--- config.mk ---
export PLATFORM = sky130hd
export DESIGN_NAME = spike_motor_decoder
export DESIGN_NICKNAME = d
export VERILOG_FILES = /design/src/rtl/spike_motor_decoder.sv
export SDC_FILE = /design/constraint.sdc
export NUM_CORES = 1
export LEC_CHECK = 0
export CORE_UTILIZATION = 60
export DETAILED_ROUTE_END_ITERATION = 10
export PLACE_DENSITY_LB_ADDON = 0.15
export SETUP_SLACK_MARGIN = 0.2
export SYNTH_ARGS = -nofsm -noshare
export SYNTH_HDL_FRONTEND = slang
export SYNTH_SLANG_ARGS = --single-unit
export TNS_END_PERCENT = 50
--- constraint.sdc ---
create_clock -name clk -period 5.7 [get_ports clk]
set_input_delay 0.855 -clock clk [delete_from_list [all_inputs] [get_ports clk]]
set_output_delay 0.855 -clock clk [all_outputs]
set_load 0.005 [all_outputs]
--- src/rtl/spike_motor_decoder.sv ---
// -----------------------------------------------------------------------------
// spike_motor_decoder
//
// Rate-decoding motor stage downstream of the SNN core. Counts the Left
// (spike_in[0]) and Right (spike_in[1]) spike trains over windows of WIN_LEN
// enabled cycles. From the two window rates it derives a steering decision and
// left/right wheel duties, and drives two glitch-free PWM outputs.
//
// Ports:
//   clk        in   single clock
//   rst        in   asynchronous active-high reset
//   en         in   advances the window and spike counting
//   spike_in   in   [0] Left, [1] Right spikes, one bit per cycle
//   rate_l/r   out  spike counts of the last completed window
//   rate_valid out  one-cycle pulse when the rates update
//   turn       out  00 straight, 01 left, 10 right, 11 stop
//   duty_l/r   out  pending wheel duties
//   pwm_l/r    out  wheel PWM outputs
//
// Configuration macro: SPIKE_MOTOR_PWM_EN
//   defined   : PWM counter, active duty registers and PWM outputs are built.
//   undefined : PWM logic is absent and pwm_l/pwm_r are tied low.
// -----------------------------------------------------------------------------
module spike_motor_decoder #(
    parameter int WIN_LEN   = 256,
    parameter int CNT_W     = 8,
    parameter int PWM_W     = 8,
    parameter int BASE_DUTY = 128,
    parameter int GAIN_SH   = 2,
    parameter int DEADBAND  = 2,
    parameter int MIN_RATE  = 4
) (
    input  logic             clk,
    input  logic             rst,
    input  logic             en,
    input  logic [1:0]       spike_in,
    output logic [CNT_W-1:0] rate_l,
    output logic [CNT_W-1:0] rate_r,
    output logic             rate_valid,
    output logic [1:0]       turn,
    output logic [PWM_W-1:0] duty_l,
    output logic [PWM_W-1:0] duty_r,
    output logic             pwm_l,
    output logic             pwm_r
);

    localparam int WIN_W = (WIN_LEN > 1) ? $clog2(WIN_LEN) : 1;
    // Wide enough that BASE_DUTY +/- (d << GAIN_SH) never overflows before clamping.
    localparam int AW    = PWM_W + CNT_W + GAIN_SH + 2;

    localparam logic [WIN_W-1:0]     WIN_LAST   = WIN_W'(WIN_LEN - 1);
    localparam logic [CNT_W-1:0]     CNT_MAX    = {CNT_W{1'b1}};
    localparam logic [CNT_W:0]       MIN_RATE_V = (CNT_W + 1)'(MIN_RATE);
    localparam logic [CNT_W:0]       DEADBAND_V = (CNT_W + 1)'(DEADBAND);
    localparam logic [PWM_W-1:0]     BASE_V     = PWM_W'(BASE_DUTY);
    localparam logic signed [AW-1:0] BASE_S     = AW'(BASE_DUTY);
    localparam logic signed [AW-1:0] DUTY_MAX_S = {{(AW - PWM_W){1'b0}}, {PWM_W{1'b1}}};

    localparam logic [1:0] TURN_STRAIGHT = 2'b00;
    localparam logic [1:0] TURN_LEFT     = 2'b01;
    localparam logic [1:0] TURN_RIGHT    = 2'b10;
    localparam logic [1:0] TURN_STOP     = 2'b11;

    typedef enum logic [1:0] {
        ST_ACCUM   = 2'd0,
        ST_COMPUTE = 2'd1,
        ST_COMMIT  = 2'd2
    } state_t;

    function automatic logic [CNT_W-1:0] sat_inc(input logic [CNT_W-1:0] c, input logic s);
        if (s && (c != CNT_MAX)) begin
            return c + CNT_W'(1);
        end else begin
            return c;
        end
    endfunction

    function automatic logic [PWM_W-1:0] clamp_duty(input logic signed [AW-1:0] v);
        if (v[AW-1]) begin
            return {PWM_W{1'b0}};
        end else if (v > DUTY_MAX_S) begin
            return {PWM_W{1'b1}};
        end else begin
            return v[PWM_W-1:0];
        end
    endfunction

    state_t                  r_state;
    state_t                  w_next_state;
    logic [WIN_W-1:0]        r_win_cnt;
    logic [CNT_W-1:0]        r_cnt_l;
    logic [CNT_W-1:0]        r_cnt_r;
    logic [CNT_W-1:0]        r_rate_l;
    logic [CNT_W-1:0]        r_rate_r;
    logic                    r_rate_valid;
    logic [1:0]              r_dec;
    logic signed [CNT_W:0]   r_diff;
    logic [1:0]              r_turn;
    logic [PWM_W-1:0]        r_duty_l;
    logic [PWM_W-1:0]        r_duty_r;

    logic                    w_win_end;
    logic signed [CNT_W:0]   w_diff;
    logic [CNT_W:0]          w_sum;
    logic [CNT_W:0]          w_abs;
    logic [1:0]              w_dec;
    logic signed [AW-1:0]    w_d_shift;
    logic [PWM_W-1:0]        w_duty_l;
    logic [PWM_W-1:0]        w_duty_r;

    assign w_win_end = en && (r_win_cnt == WIN_LAST);

    // Window position counter over enabled cycles.
    always_ff @(posedge clk or posedge rst) begin
        if (rst) begin
            r_win_cnt <= '0;
        end else if (en) begin
            r_win_cnt <= w_win_end ? '0 : r_win_cnt + WIN_W'(1);
        end
    end

    // Saturating spike counters; cleared at window end so the next window starts clean.
    always_ff @(posedge clk or posedge rst) begin
        if (rst) begin
            r_cnt_l <= '0;
            r_cnt_r <= '0;
        end else if (en) begin
            if (w_win_end) begin
                r_cnt_l <= '0;
                r_cnt_r <= '0;
            end else begin
                r_cnt_l <= sat_inc(r_cnt_l, spike_in[0]);
                r_cnt_r <= sat_inc(r_cnt_r, spike_in[1]);
            end
        end
    end

    // Window rate capture; the spike in the final window cycle is still counted.
    always_ff @(posedge clk or posedge rst) begin
        if (rst) begin
            r_rate_l     <= '0;
            r_rate_r     <= '0;
            r_rate_valid <= 1'b0;
        end else begin
            r_rate_valid <= w_win_end;
            if (w_win_end) begin
                r_rate_l <= sat_inc(r_cnt_l, spike_in[0]);
                r_rate_r <= sat_inc(r_cnt_r, spike_in[1]);
            end
        end
    end

    // FSM state register.
    always_ff @(posedge clk or posedge rst) begin
        if (rst) begin
            r_state <= ST_ACCUM;
        end else begin
            r_state <= w_next_state;
        end
    end

    // FSM next-state logic; COMPUTE and COMMIT run regardless of en.
    always_comb begin
        w_next_state = r_state;
        case (r_state)
            ST_ACCUM:   w_next_state = w_win_end ? ST_COMPUTE : ST_ACCUM;
            ST_COMPUTE: w_next_state = ST_COMMIT;
            ST_COMMIT:  w_next_state = ST_ACCUM;
            default:    w_next_state = ST_ACCUM;
        endcase
    end

    // Steering decision from the captured rates.
    always_comb begin
        w_diff = $signed({1'b0, r_rate_l}) - $signed({1'b0, r_rate_r});
        w_sum  = {1'b0, r_rate_l} + {1'b0, r_rate_r};
        w_abs  = w_diff[CNT_W] ? (CNT_W + 1)'(-w_diff) : w_diff;
        w_dec  = TURN_STRAIGHT;
        if (w_sum < MIN_RATE_V) begin
            w_dec = TURN_STOP;
        end else if (w_abs <= DEADBAND_V) begin
            w_dec = TURN_STRAIGHT;
        end else if (w_diff[CNT_W]) begin
            w_dec = TURN_RIGHT;
        end else begin
            w_dec = TURN_LEFT;
        end
    end

    // Decision and difference registered during COMPUTE.
    always_ff @(posedge clk or posedge rst) begin
        if (rst) begin
            r_dec  <= TURN_STOP;
            r_diff <= '0;
        end else if (r_state == ST_COMPUTE) begin
            r_dec  <= w_dec;
            r_diff <= w_diff;
        end
    end

    // Wheel duties from the registered decision.
    always_comb begin
        w_d_shift = $signed({{(AW - CNT_W - 1){r_diff[CNT_W]}}, r_diff}) <<< GAIN_SH;
        w_duty_l  = '0;
        w_duty_r  = '0;
        case (r_dec)
            TURN_STOP: begin
                w_duty_l = '0;
                w_duty_r = '0;
            end
            TURN_STRAIGHT: begin
                w_duty_l = BASE_V;
                w_duty_r = BASE_V;
            end
            default: begin
                w_duty_l = clamp_duty(BASE_S - w_d_shift);
                w_duty_r = clamp_duty(BASE_S + w_d_shift);
            end
        endcase
    end

    // Outputs committed in the COMMIT state.
    always_ff @(posedge clk or posedge rst) begin
        if (rst) begin
            r_turn   <= TURN_STOP;
            r_duty_l <= '0;
            r_duty_r <= '0;
        end else if (r_state == ST_COMMIT) begin
            r_turn   <= r_dec;
            r_duty_l <= w_duty_l;
            r_duty_r <= w_duty_r;
        end
    end

    assign rate_l     = r_rate_l;
    assign rate_r     = r_rate_r;
    assign rate_valid = r_rate_valid;
    assign turn       = r_turn;
    assign duty_l     = r_duty_l;
    assign duty_r     = r_duty_r;

`ifdef SPIKE_MOTOR_PWM_EN
    logic [PWM_W-1:0] r_pwm_cnt;
    logic [PWM_W-1:0] r_act_l;
    logic [PWM_W-1:0] r_act_r;
    logic             r_pwm_l;
    logic             r_pwm_r;

    // Free-running PWM; active duty reloads only at the period boundary so pulses never glitch.
    always_ff @(posedge clk or posedge rst) begin
        if (rst) begin
            r_pwm_cnt <= '0;
            r_act_l   <= '0;
            r_act_r   <= '0;
            r_pwm_l   <= 1'b0;
            r_pwm_r   <= 1'b0;
        end else begin
            r_pwm_cnt <= r_pwm_cnt + PWM_W'(1);
            if (r_pwm_cnt == {PWM_W{1'b1}}) begin
                r_act_l <= r_duty_l;
                r_act_r <= r_duty_r;
            end
            r_pwm_l <= (r_pwm_cnt < r_act_l);
            r_pwm_r <= (r_pwm_cnt < r_act_r);
        end
    end

    assign pwm_l = r_pwm_l;
    assign pwm_r = r_pwm_r;
`else
    assign pwm_l = 1'b0;
    assign pwm_r = 1'b0;
`endif

endmodule

==> results of run 1 <==
==> per-stage QoR <==
stage	power, mW	utilization	instance area (um2)
floorplan	0.7338	-	4299
global placement	0.7704	0.6838	4697
detailed placement	0.7824	0.6838	4697
CTS	1.176	0.7124	4893
global route	1.230	0.7124	4893
finish	1.168	0.7124	4893
==> where the power goes <==
part	internal, mW	switching, mW	total, mW
registers	0.550	0.0723	0.622
clock network	0.212	0.182	0.394
logic	0.0770	0.0756	0.153
total	0.839	0.329	1.17
==> metal layers <==
| metal | vias up | part of all wire | global-route usage |
|---|---|---|---|
| li1 | 1692 | - | - |
| met1 | 1679 | 0.44 | 0.3398 |
| met2 | 72 | 0.51 | 0.4502 |
| met3 | 17 | 0.028 | 0.03905 |
| met4 | 0 | 0.020 | 0.1045 |
| met5 | - | 0 | 0 |
==> cell usage in the layout (no fill, tap or decap), types with 3 or more instances in the layout <==
master,instances
ha_1,28
mux2_2,3
o22ai_1,8
xor2_1,8
o21bai_1,4
and3_1,10
dfstp_2,4
nand2b_1,7
mux2i_1,5
a22o_1,7
nor2_1,20
a21o_1,6
xnor2_1,21
a21oi_1,16
nand4_1,6
nor2b_1,6
nand3_1,8
nor3_1,9
inv_1,29
nand2_1,72
dfrtp_1,66
clkbuf_8,10
o21ai_0,46
clkdlybuf4s50_1,39
==> kinds of logic after synthesis <==
group / Yosys count / synth area share
AO/OA/AOI/OAI: 120 / 0.1934
XOR/XNOR: 30 / 0.06292
adder cells (fa/ha/maj): 29 / 0.08622
buffers and inverters: 52 / 0.05593
flip-flops: 70 / 0.4090
multiplexers: 8 / 0.01952
other: 1 / 0.0008730
AND/OR/NAND/NOR: 155 / 0.1722
==> state kept, by name (all words and copies together), names as in the netlist, 7 cells and up <==
signal and cells:
duty_l 7, duty_r 7, r_cnt_l 8, r_cnt_r 8, r_diff 9, r_win_cnt 8, rate_l 8, rate_r 8
==> worst min-delay path by stage <==
stage / start / end / slack [ps] / cells past startpoint
final: turn[1] / turn[1] / 480 / 2
after floorplan: r_state[1] / r_state[0] / 440 / 1
after CTS: duty_l[4] / duty_l[4] / 480 / 1
after detailed placement: duty_l[4] / duty_l[4] / 460 / 1
after global placement: duty_l[2] / duty_l[2] / 460 / 1
after global routing: duty_l[4] / duty_l[4] / 500 / 1
==> worst max-delay path, stage by stage, from the launching register on <==
cell       delay (ps)
dfrtp_1           420
inv_1              70
ha_1              170
inv_1              60
fa_1              520
a211o_1           360
a21oi_1           210
o21bai_1          270
or4_4             610
a2111oi_4         320
a21oi_1           120
==> final cells by class <==
cell class | instances | area [um2]
multi-input combinational | 344 | 2302
fill | 515 | 1976
sequential | 70 | 1757
timing repair buffer | 41 | 405.4
clock buffer | 10 | 137.6
tap | 96 | 120.1
inverter | 30 | 112.6
clock inverter | 5 | 58.81
==> impl_metrics.tcl, run 1 <==
set metrics [dict create \
    fin_crit_ps 3225 \
    grt_overflow 0 \
    synth_edf_count 0 \
    die_x_um 86.61 \
    synth_area_leaders "dfrtp_1 38%, ha_1 8.2%, nand2_1 6.3%, o21ai_0 5.4%, xnor2_1 4.3%" \
    core_mm2 0.006869 \
    syn_inst 465 \
    worst-endpoint-required_ps 5950 \
    power_density_mw_per_mm2 238.8 \
    hold_violations 0 \
    crit_type "flop to flop" \
    synthFlopType "dfrtp_1" \
    cp-startpoint "rate_l[0]" \
    ys_types 64 \
    tritoncts "built" \
    die_h_um 86.61 \
    place_congestion 0.8137 \
    final_layout_size_suffix_gt1_frac 0.08000 \
    first_pass_iters 5 \
    cp_data_arrival_time_ps 3480 \
    nets 530 \
    reg2reg_from "rate_l[0]" \
    final_max_slew_viol_count 0 \
    die_area_mm2 0.007501 \
    htree_levels 3 \
    fp-row-count 30 \
    viasPerCell 5.805 \
    r2r_setup_slack_ps 2480 \
    finalNonFillerCells 596 \
    cts_post_setup_buffers_inserted 0 \
    netlist_area_mm2 0.004295 \
    syn_avg_cell_area_um2 9.237 \
    drt_iter0_drc 156 \
    cts.sinks 70 \
    grt_pass1_wl_um 15450 \
    placed_cells 581 \
    vias 3460 \
    grt.total_usage 0.2641 \
    clock_path_buffers 2 \
    dp_slack_ps 2166 \
    finalCritPeriodShare 0.5658 \
    cts-root-buf "clkbuf_8" \
    startpoint_type "flop" \
    insertion_delay_ps 340 \
    ir_worst_vdd_uv 194.7 \
    grt_max_degree 71 \
    synth_commonest_cells "72 x nand2_1, 66 x dfrtp_1, 46 x o21ai_0" \
    drtAntennaViolNets 0 \
    initial_utilization 0.6253 \
    holdBufCountCts 0 \
    timing.final.ws_setup_ps 2475 \
    setup_viol 0 \
    grt_antenna_before_repair 0 \
    worstMarginPinSlew_ps 830.9 \
    finalSetupTns_ps 0 \
    end_kind "flop" \
    p_leak_nw 2.250 \
    status "complete, no violations" \
    max_slew_margin 0.4460 \
    post_cts_resized 0 \
    clk_pin_slew_ps 80 \
    ios 42 \
    path_max_fanout 11 \
    synth_top_cell_by_area "dfrtp_1" \
    wire_per_inst_um 15.06 \
    ys_async_sr_fraction 1.000 \
    timing.rr.end "r_dec[0]" \
    numCtsBuffers 9 \
    diodes 0 \
    synthToLayoutAreaGrowth_pct 13.92 \
    hold_class "flop to flop" \
    io_buffers 39 \
    rsz0062_at_grt "no" \
    totalWireLength_um 8978 \
    netlist.area_leader.share 0.3845 \
    cp-endpoint "r_dec[0]" \
    fmax_mhz 310.1 \
    hold_ws_ps 479.6 \
    yosysWarnings 0 \
    ys_seq_area_frac 0.4090 \
    drc_errors 0 \
    skew_ps 9.301 \
    max-cap-violations 0 \
    ys_ff_latch 70 \
    dpl.hpwl_um 6647 \
    synthMostInstantiatedCell "nand2_1" \
    r2r_cells 10 \
    first_global_vias 3292 \
]
Note: power is estimated with default switching activity, not from simulation.
==> run 2, diff against run 1 <==
--- a/config.mk
+++ b/config.mk
@@ -5,7 +5,7 @@
 export SDC_FILE = /design/constraint.sdc
 export NUM_CORES = 1
 export LEC_CHECK = 0
-export CORE_UTILIZATION = 60
+export CORE_UTILIZATION = 58
 export DETAILED_ROUTE_END_ITERATION = 10
 export PLACE_DENSITY_LB_ADDON = 0.15
 export SETUP_SLACK_MARGIN = 0.2
==> constraint.sdc (replaced) <==
create_clock -name clk -period 3.3 [get_ports clk]
set_input_delay 0.495 -clock clk [delete_from_list [all_inputs] [get_ports clk]]
set_output_delay 0.495 -clock clk [all_outputs]
set_load 0.005 [all_outputs]
==> run 2 against run 1 <==
Effect of this change: first-iteration DRC count fell by 9.0%; fmax rose by 7.8%; design area rose by 2.6%; sequential cell count did not move; clock power rose by 97%; cell count rose by 2.0%; utilization fell by 1.7 points.
==> impl_metrics.tcl, run 2 (synthesized netlist as in run 1, its figures left out) <==
set metrics [dict create \
    cts.sinks 70 \
    worst-endpoint-required_ps 3560 \
    crit_type "flop to flop" \
    pwr-share-comb 0.130 \
    power.switching_mw 0.5857 \
    largest_reg_flops 9 \
    cp.buffers_inverters 3 \
    swShare 0.2765 \
    max_slew_margin 0.5481 \
    drtAntennaViolNets 0 \
    cp_data_arrival_time_ps 3250 \
    tritoncts "built" \
    ir_worst_vdd_uv 432.4 \
    fmax_mhz 334.2 \
    core_mm2 0.007214 \
    grt_pass1_wl_um 15320 \
    worstMarginPinSlew_ps 677.8 \
    synthToLayoutAreaGrowth_pct 16.84 \
    initial_utilization 0.5954 \
    clk_pin_slew_ps 80 \
    internal_power_mw 1.532 \
    r2r_setup_slack_ps 310 \
    drc_errors 0 \
    fin_crit_ps 2992 \
    final_common_cell "nand2_1" \
    vias 3449 \
    p_leak_nw 2.311 \
    startpoint_type "flop" \
    power_density_mw_per_mm2 422.1 \
    setup_viol 0 \
    die_h_um 88.06 \
    skew_ps 13.17 \
    finalSetupTns_ps 0 \
    max_flop_register "r_diff" \
    rsz0062_at_grt "no" \
    grt_max_degree 32 \
    nets 538 \
    dp_slack_ps 232.1 \
    hold_start "r_state[1]" \
    cp_cell_sequence "inv_1 -> ha_2 -> inv_1 -> fa_2 -> inv_1 -> ha_4 -> o211a_1 -> o32ai_2 -> o21ba_4 -> or4_4 -> a2111oi_4 -> a21oi_1" \
    hold_class "flop to flop" \
    hold_violations 0 \
    grt_antenna_before_repair 0 \
    path_max_fanout 6 \
    wire_per_inst_um 15.27 \
    final_max_slew_viol_count 0 \
    htree_levels 3 \
    diodes 0 \
    timing.rr.end "r_dec[0]" \
    place_congestion 0.8717 \
    status "complete, no violations" \
    drt_iter0_drc 142 \
    holdBufCountCts 0 \
    layout_common_cells "72 x nand2_1, 66 x dfrtp_1, 46 x o21ai_0, 39 x clkdlybuf4s50_1, 29 x inv_1" \
    numCtsBuffers 9 \
    clock_path_buffers 2 \
    r2r_cells 12 \
    finalCritPeriodShare 0.9067 \
    max_stage_delay_ps 540 \
    die_area_mm2 0.007754 \
    cpMostUsedCell "inv_1" \
    timing.final.ws_setup_ps 307.8 \
    final_layout_size_suffix_gt1_frac 0.1061 \
    cts-root-buf "clkbuf_8" \
    io_buffers 39 \
    first_global_vias 3265 \
    viasPerCell 5.673 \
    first_pass_iters 4 \
    insertion_delay_ps 350 \
    reg2reg_from "rate_l[0]" \
    grt.total_usage 0.2583 \
    cpMaxStageDelayCell "fa_2" \
    whs_path_depth 1 \
    ios 42 \
    max-cap-violations 0 \
    p_seq_frac 0.504 \
    critPathTopFamily "compound AO/OA/AOI/OAI gates" \
    die_x_um 88.06 \
    dpl.hpwl_um 6718 \
    totalWireLength_um 9287 \
    fp-row-count 31 \
    end_kind "flop" \
    clkPwrFrac 0.366 \
    grt_overflow 0 \
    hold_end "r_state[0]" \
]
-- run 2: cell types whose count changed in the layout (fill, tap and decap cells not counted), moves of 2 or more --
cell	delta
clkinv_4	+2
buf_4	+8
clkinvlp_4	-2
ha_1	-2
-- run 2: what timing repair did --
| action | in CTS | in global routing |
|---|---|---|
| pin swaps | 2 | 4 |
| setup buffers | 1 | 4 |
| resized for setup | 4 | 3 |
| endpoints found under the setup margin | 2 | 2 |
| endpoints found under the hold margin | 0 | 0 |
-- run 2: per-layer routing --
layer | track usage | routed length [um] | share of wire
met1 | 0.3421 | 4193 | 0.45
met2 | 0.4249 | 4610 | 0.50
met3 | 0.03770 | 296 | 0.032
met4 | 0.1114 | 187 | 0.020
met5 | 0 | 0 | 0
-- run 2: stage by stage --
step                      hold slack [ps]  utilization  cells  area, um2  total power, mW
after floorplan                     437.6            -    466       4299            1.268
after global placement              461.2       0.6547    587       4723            1.331
after detailed placement            470.8       0.6547    587       4723            1.352
after CTS                           482.4       0.6889    604       4970            2.125
after global routing                494.7       0.6956    608       5019            2.212
final                               471.4       0.6956    608       5019            2.118
-- run 2: how the worst max path moves through the flow --
stage	startpoint	endpoint	slack, ps	cells past startpoint
6_report	rate_l[0]	r_dec[0]	310	12
2_1_floorplan	rate_l[0]	r_dec[0]	420	13
3_5_place_dp	rate_l[0]	r_dec[0]	230	13
5_1_grt	rate_l[0]	r_dec[0]	200	11
4_1_cts	rate_l[0]	r_dec[0]	210	13
3_3_place_gp	rate_l[0]	r_dec[0]	300	13
-- run 2: layout make-up --
class | instances | area [um2]
Tap cell | 99 | 123.9
Multi-Input combinational cell | 344 | 2336
Timing Repair Buffer | 49 | 465.4
Sequential cell | 70 | 1757
Inverter | 30 | 112.6
Fill cell | 577 | 2196
Clock buffer | 11 | 141.4
Clock inverter | 5 | 82.58
-- run 2: power groups by stage --
stage | clock network, mW | registers [mW] | logic [mW]
after floorplan | 0 | 1.05 | 0.216
after global placement | 0 | 1.07 | 0.260
after detailed placement | 0 | 1.08 | 0.274
after CTS | 0.785 | 1.06 | 0.277
after global routing | 0.817 | 1.08 | 0.316
final | 0.776 | 1.07 | 0.275
==> run 3, diff against run 2 <==
--- a/config.mk
+++ b/config.mk
@@ -5,9 +5,11 @@
 export SDC_FILE = /design/constraint.sdc
 export NUM_CORES = 1
 export LEC_CHECK = 0
-export CORE_UTILIZATION = 58
+export ABC_AREA = 1
+export CORE_UTILIZATION = 57
 export DETAILED_ROUTE_END_ITERATION = 10
-export PLACE_DENSITY_LB_ADDON = 0.15
+export MAX_ROUTING_LAYER = met4
+export PLACE_DENSITY_LB_ADDON = 0.25
 export SETUP_SLACK_MARGIN = 0.2
 export SYNTH_ARGS = -nofsm -noshare
 export SYNTH_HDL_FRONTEND = slang
==> run 3 against run 2 <==
Effect of this change: utilization grew 0.71 points; via count grew 2.1%; wire length shrank 3.6%; clock power grew 2.7%; sequential cell count is the same; non-clock buffer count shrank 7; clock skew grew 2.1 ps.
==> impl_metrics.tcl, run 3 <==
set metrics [dict create \
    fp-row-count 30 \
    synthToLayoutAreaGrowth_pct 17.01 \
    diodes 0 \
    layout_common_cells "111 x nand2_1, 66 x dfrtp_1, 62 x inv_1, 50 x o21ai_0, 39 x clkdlybuf4s50_1" \
    netlist.area_leader.share 0.3982 \
    clkPwrFrac 0.379 \
    grt.total_usage 0.2690 \
    place_congestion 0.9131 \
    max_stage_delay_ps 420 \
    clock_path_buffers 2 \
    status "complete, no violations" \
    totalWireLength_um 8955 \
    cpMaxStageDelayCell "fa_1" \
    synth_area_leaders "dfrtp_1 40%, nand2_1 10%, ha_1 8.4%, o21ai_0 6.0%, inv_1 5.7%" \
    io_buffers 39 \
    hold_violations 0 \
    finalCritPeriodShare 0.7613 \
    grt_pass1_wl_um 15370 \
    wire_per_inst_um 13.71 \
    r2r_cells 18 \
    die_area_mm2 0.007622 \
    nets 586 \
    drt_iter0_drc 246 \
    worstMarginPinSlew_ps 664.8 \
    p_leak_nw 2.329 \
    drtAntennaViolNets 0 \
    finalSetupTns_ps 0 \
    fillers 571 \
    ys_ff_latch 70 \
    grt_max_degree 42 \
    cp_cell_sequence "inv_1 -> ha_1 -> inv_1 -> fa_1 -> nand2_1 -> nand2_2 -> nand2_4 -> nor2_4 -> nor2_4 -> inv_2 -> nor2_1 -> nand2_1 -> nand2_1 -> nand2_1 -> nor2_1 -> nand3_2 -> nand2_1 -> a21oi_1" \
    ys_types 42 \
    synthMostInstantiatedCell "nand2_1" \
    tritoncts "built" \
    syn_inst 511 \
    synth_top_cell_by_area "dfrtp_1" \
    die_x_um 87.31 \
    cpMostUsedCell "nand2_1" \
    critPathTopFamily "simple AND/OR/NAND/NOR gates" \
    synth_edf_count 0 \
    cts-root-buf "clkbuf_8" \
    cp_data_arrival_time_ps 2770 \
    whs_path_depth 1 \
    fin_crit_ps 2512 \
    dpl.hpwl_um 6701 \
    skew_ps 15.29 \
    yosysWarnings 0 \
    final_common_cell "nand2_1" \
    ios 42 \
    grt_overflow 0 \
    final_max_slew_viol_count 0 \
    syn_avg_cell_area_um2 8.117 \
    startpoint_type "flop" \
    rsz0062_at_grt "no" \
    crit_type "flop to flop" \
    clk_pin_slew_ps 80 \
    largest_reg_flops 9 \
    netlist_area_mm2 0.004148 \
    end_kind "flop" \
    vias 3522 \
    viasPerCell 5.394 \
    first_pass_iters 6 \
    cts_post_setup_buffers_inserted 0 \
    synthFlopType "dfrtp_1" \
    path_max_fanout 14 \
    setup_viol 0 \
    max_slew_margin 0.5562 \
    ir_worst_vdd_uv 368.1 \
    cp.buffers_inverters 3 \
    fmax_mhz 398.1 \
    final_layout_size_suffix_gt1_frac 0.09874 \
    power.switching_mw 0.5877 \
    worst-endpoint-required_ps 3560 \
    holdBufCountCts 0 \
    htree_levels 3 \
    synth_commonest_cells "111 x nand2_1, 66 x dfrtp_1, 63 x inv_1" \
    swShare 0.2790 \
    drc_errors 0 \
    die_h_um 87.31 \
    numCtsBuffers 9 \
    ys_seq_area_frac 0.4235 \
    insertion_delay_ps 350 \
    post_cts_resized 0 \
    initial_utilization 0.6005 \
    p_seq_frac 0.491 \
    fin_area_mm2 0.004853 \
    core_mm2 0.006907 \
    grt_antenna_before_repair 0 \
    max-cap-violations 0 \
    ys_async_sr_fraction 1.000 \
    critical_path_depth 18 \
    placed_area_mm2 0.004622 \
    power_density_mw_per_mm2 434.1 \
    placed_cells 637 \
    hold_ws_ps 415.0 \
    internal_power_mw 1.519 \
    first_global_vias 3376 \
    max_flop_register "r_diff" \
    hold_class "flop to flop" \
    pwr-share-comb 0.130 \
    finalNonFillerCells 653 \
    cts.sinks 70 \
]
[run 3: cell count changes after synthesis, moves of 7 or more]
cell and change:
clkbuf_1 -7, nand2b_1 -7, xnor2_1 -20, nand2_1 +39
nor2_1 +13, xor2_1 +12, and3_1 -9, inv_1 +33
o21ai_1 +7, nand2_2 +9, nand3_1 +21
[run 3: through the flow]
step	setup slack [ps]	power, mW	utilization
5_1_grt	477.1	2.211	0.7027
3_5_place_dp	793.5	1.317	0.6692
6_report	787.8	2.107	0.7027
3_3_place_gp	914.6	1.302	0.6692
4_1_cts	777.6	2.118	0.7027
2_1_floorplan	1043	1.241	-
[run 3: power by group through the flow]
stage,registers (mW),clock network [mW],logic [mW]
2_1_floorplan,1.03,0,0.214
3_3_place_gp,1.04,0,0.259
3_5_place_dp,1.05,0,0.269
4_1_cts,1.03,0.810,0.275
5_1_grt,1.05,0.848,0.314
6_report,1.03,0.797,0.275
[run 3: path summary, 6_finish.rpt]
kind	to	slack, ps	from
max	r_dec[1]	790	rate_l[0]
min	r_state[0]	410	r_state[1]
max reg2reg	r_dec[1]	790	rate_l[0]
min reg2reg	r_state[0]	410	r_state[1]
max in group asynchronous	r_dec[0]	2030	rst
min in group asynchronous	r_win_cnt[7]	560	rst
[run 3: cell families after synthesis]
logic type	Yosys count	share of synthesized area
flip-flops	70	0.4235
adder cells (fa/ha/maj)	29	0.08929
AO/OA/AOI/OAI	94	0.1249
other	1	0.0009041
AND/OR/NAND/NOR	212	0.2347
XOR/XNOR	21	0.04434
buffers and inverters	84	0.08236
[run 3: worst reg2reg max path: stages (launching register included)]
cell,delay (ps)
dfrtp_1,400
inv_1,90
ha_1,150
inv_1,80
fa_1,420
nand2_1,100
nand2_2,90
nand2_4,80
nor2_4,40
nor2_4,270
inv_2,100
nor2_1,130
nand2_1,70
nand2_1,60
nand2_1,40
nor2_1,110
nand3_2,90
nand2_1,60
a21oi_1,60
[run 3: metal layers]
layer / track usage / vias up / share of wire / routed length (um)
met5: - / - / 0 / 0
li1: - / 1735 / - / -
met3: 0.04171 / 31 / 0.034 / 300
met4: 0.1222 / 0 / 0.029 / 257
met1: 0.3352 / 1676 / 0.45 / 3986
met2: 0.4325 / 80 / 0.49 / 4411
[run 3: layout make-up]
type,instances,area (um2),area share
sequential,70,1757,0.3619
clock inverter,4,76.32,0.01573
timing repair buffer,42,425.4,0.08765
inverter,71,266.5,0.05491
tap,96,120.1,0.02475
multi-input combinational,358,2053,0.4230
clock buffer,12,155.1,0.03197
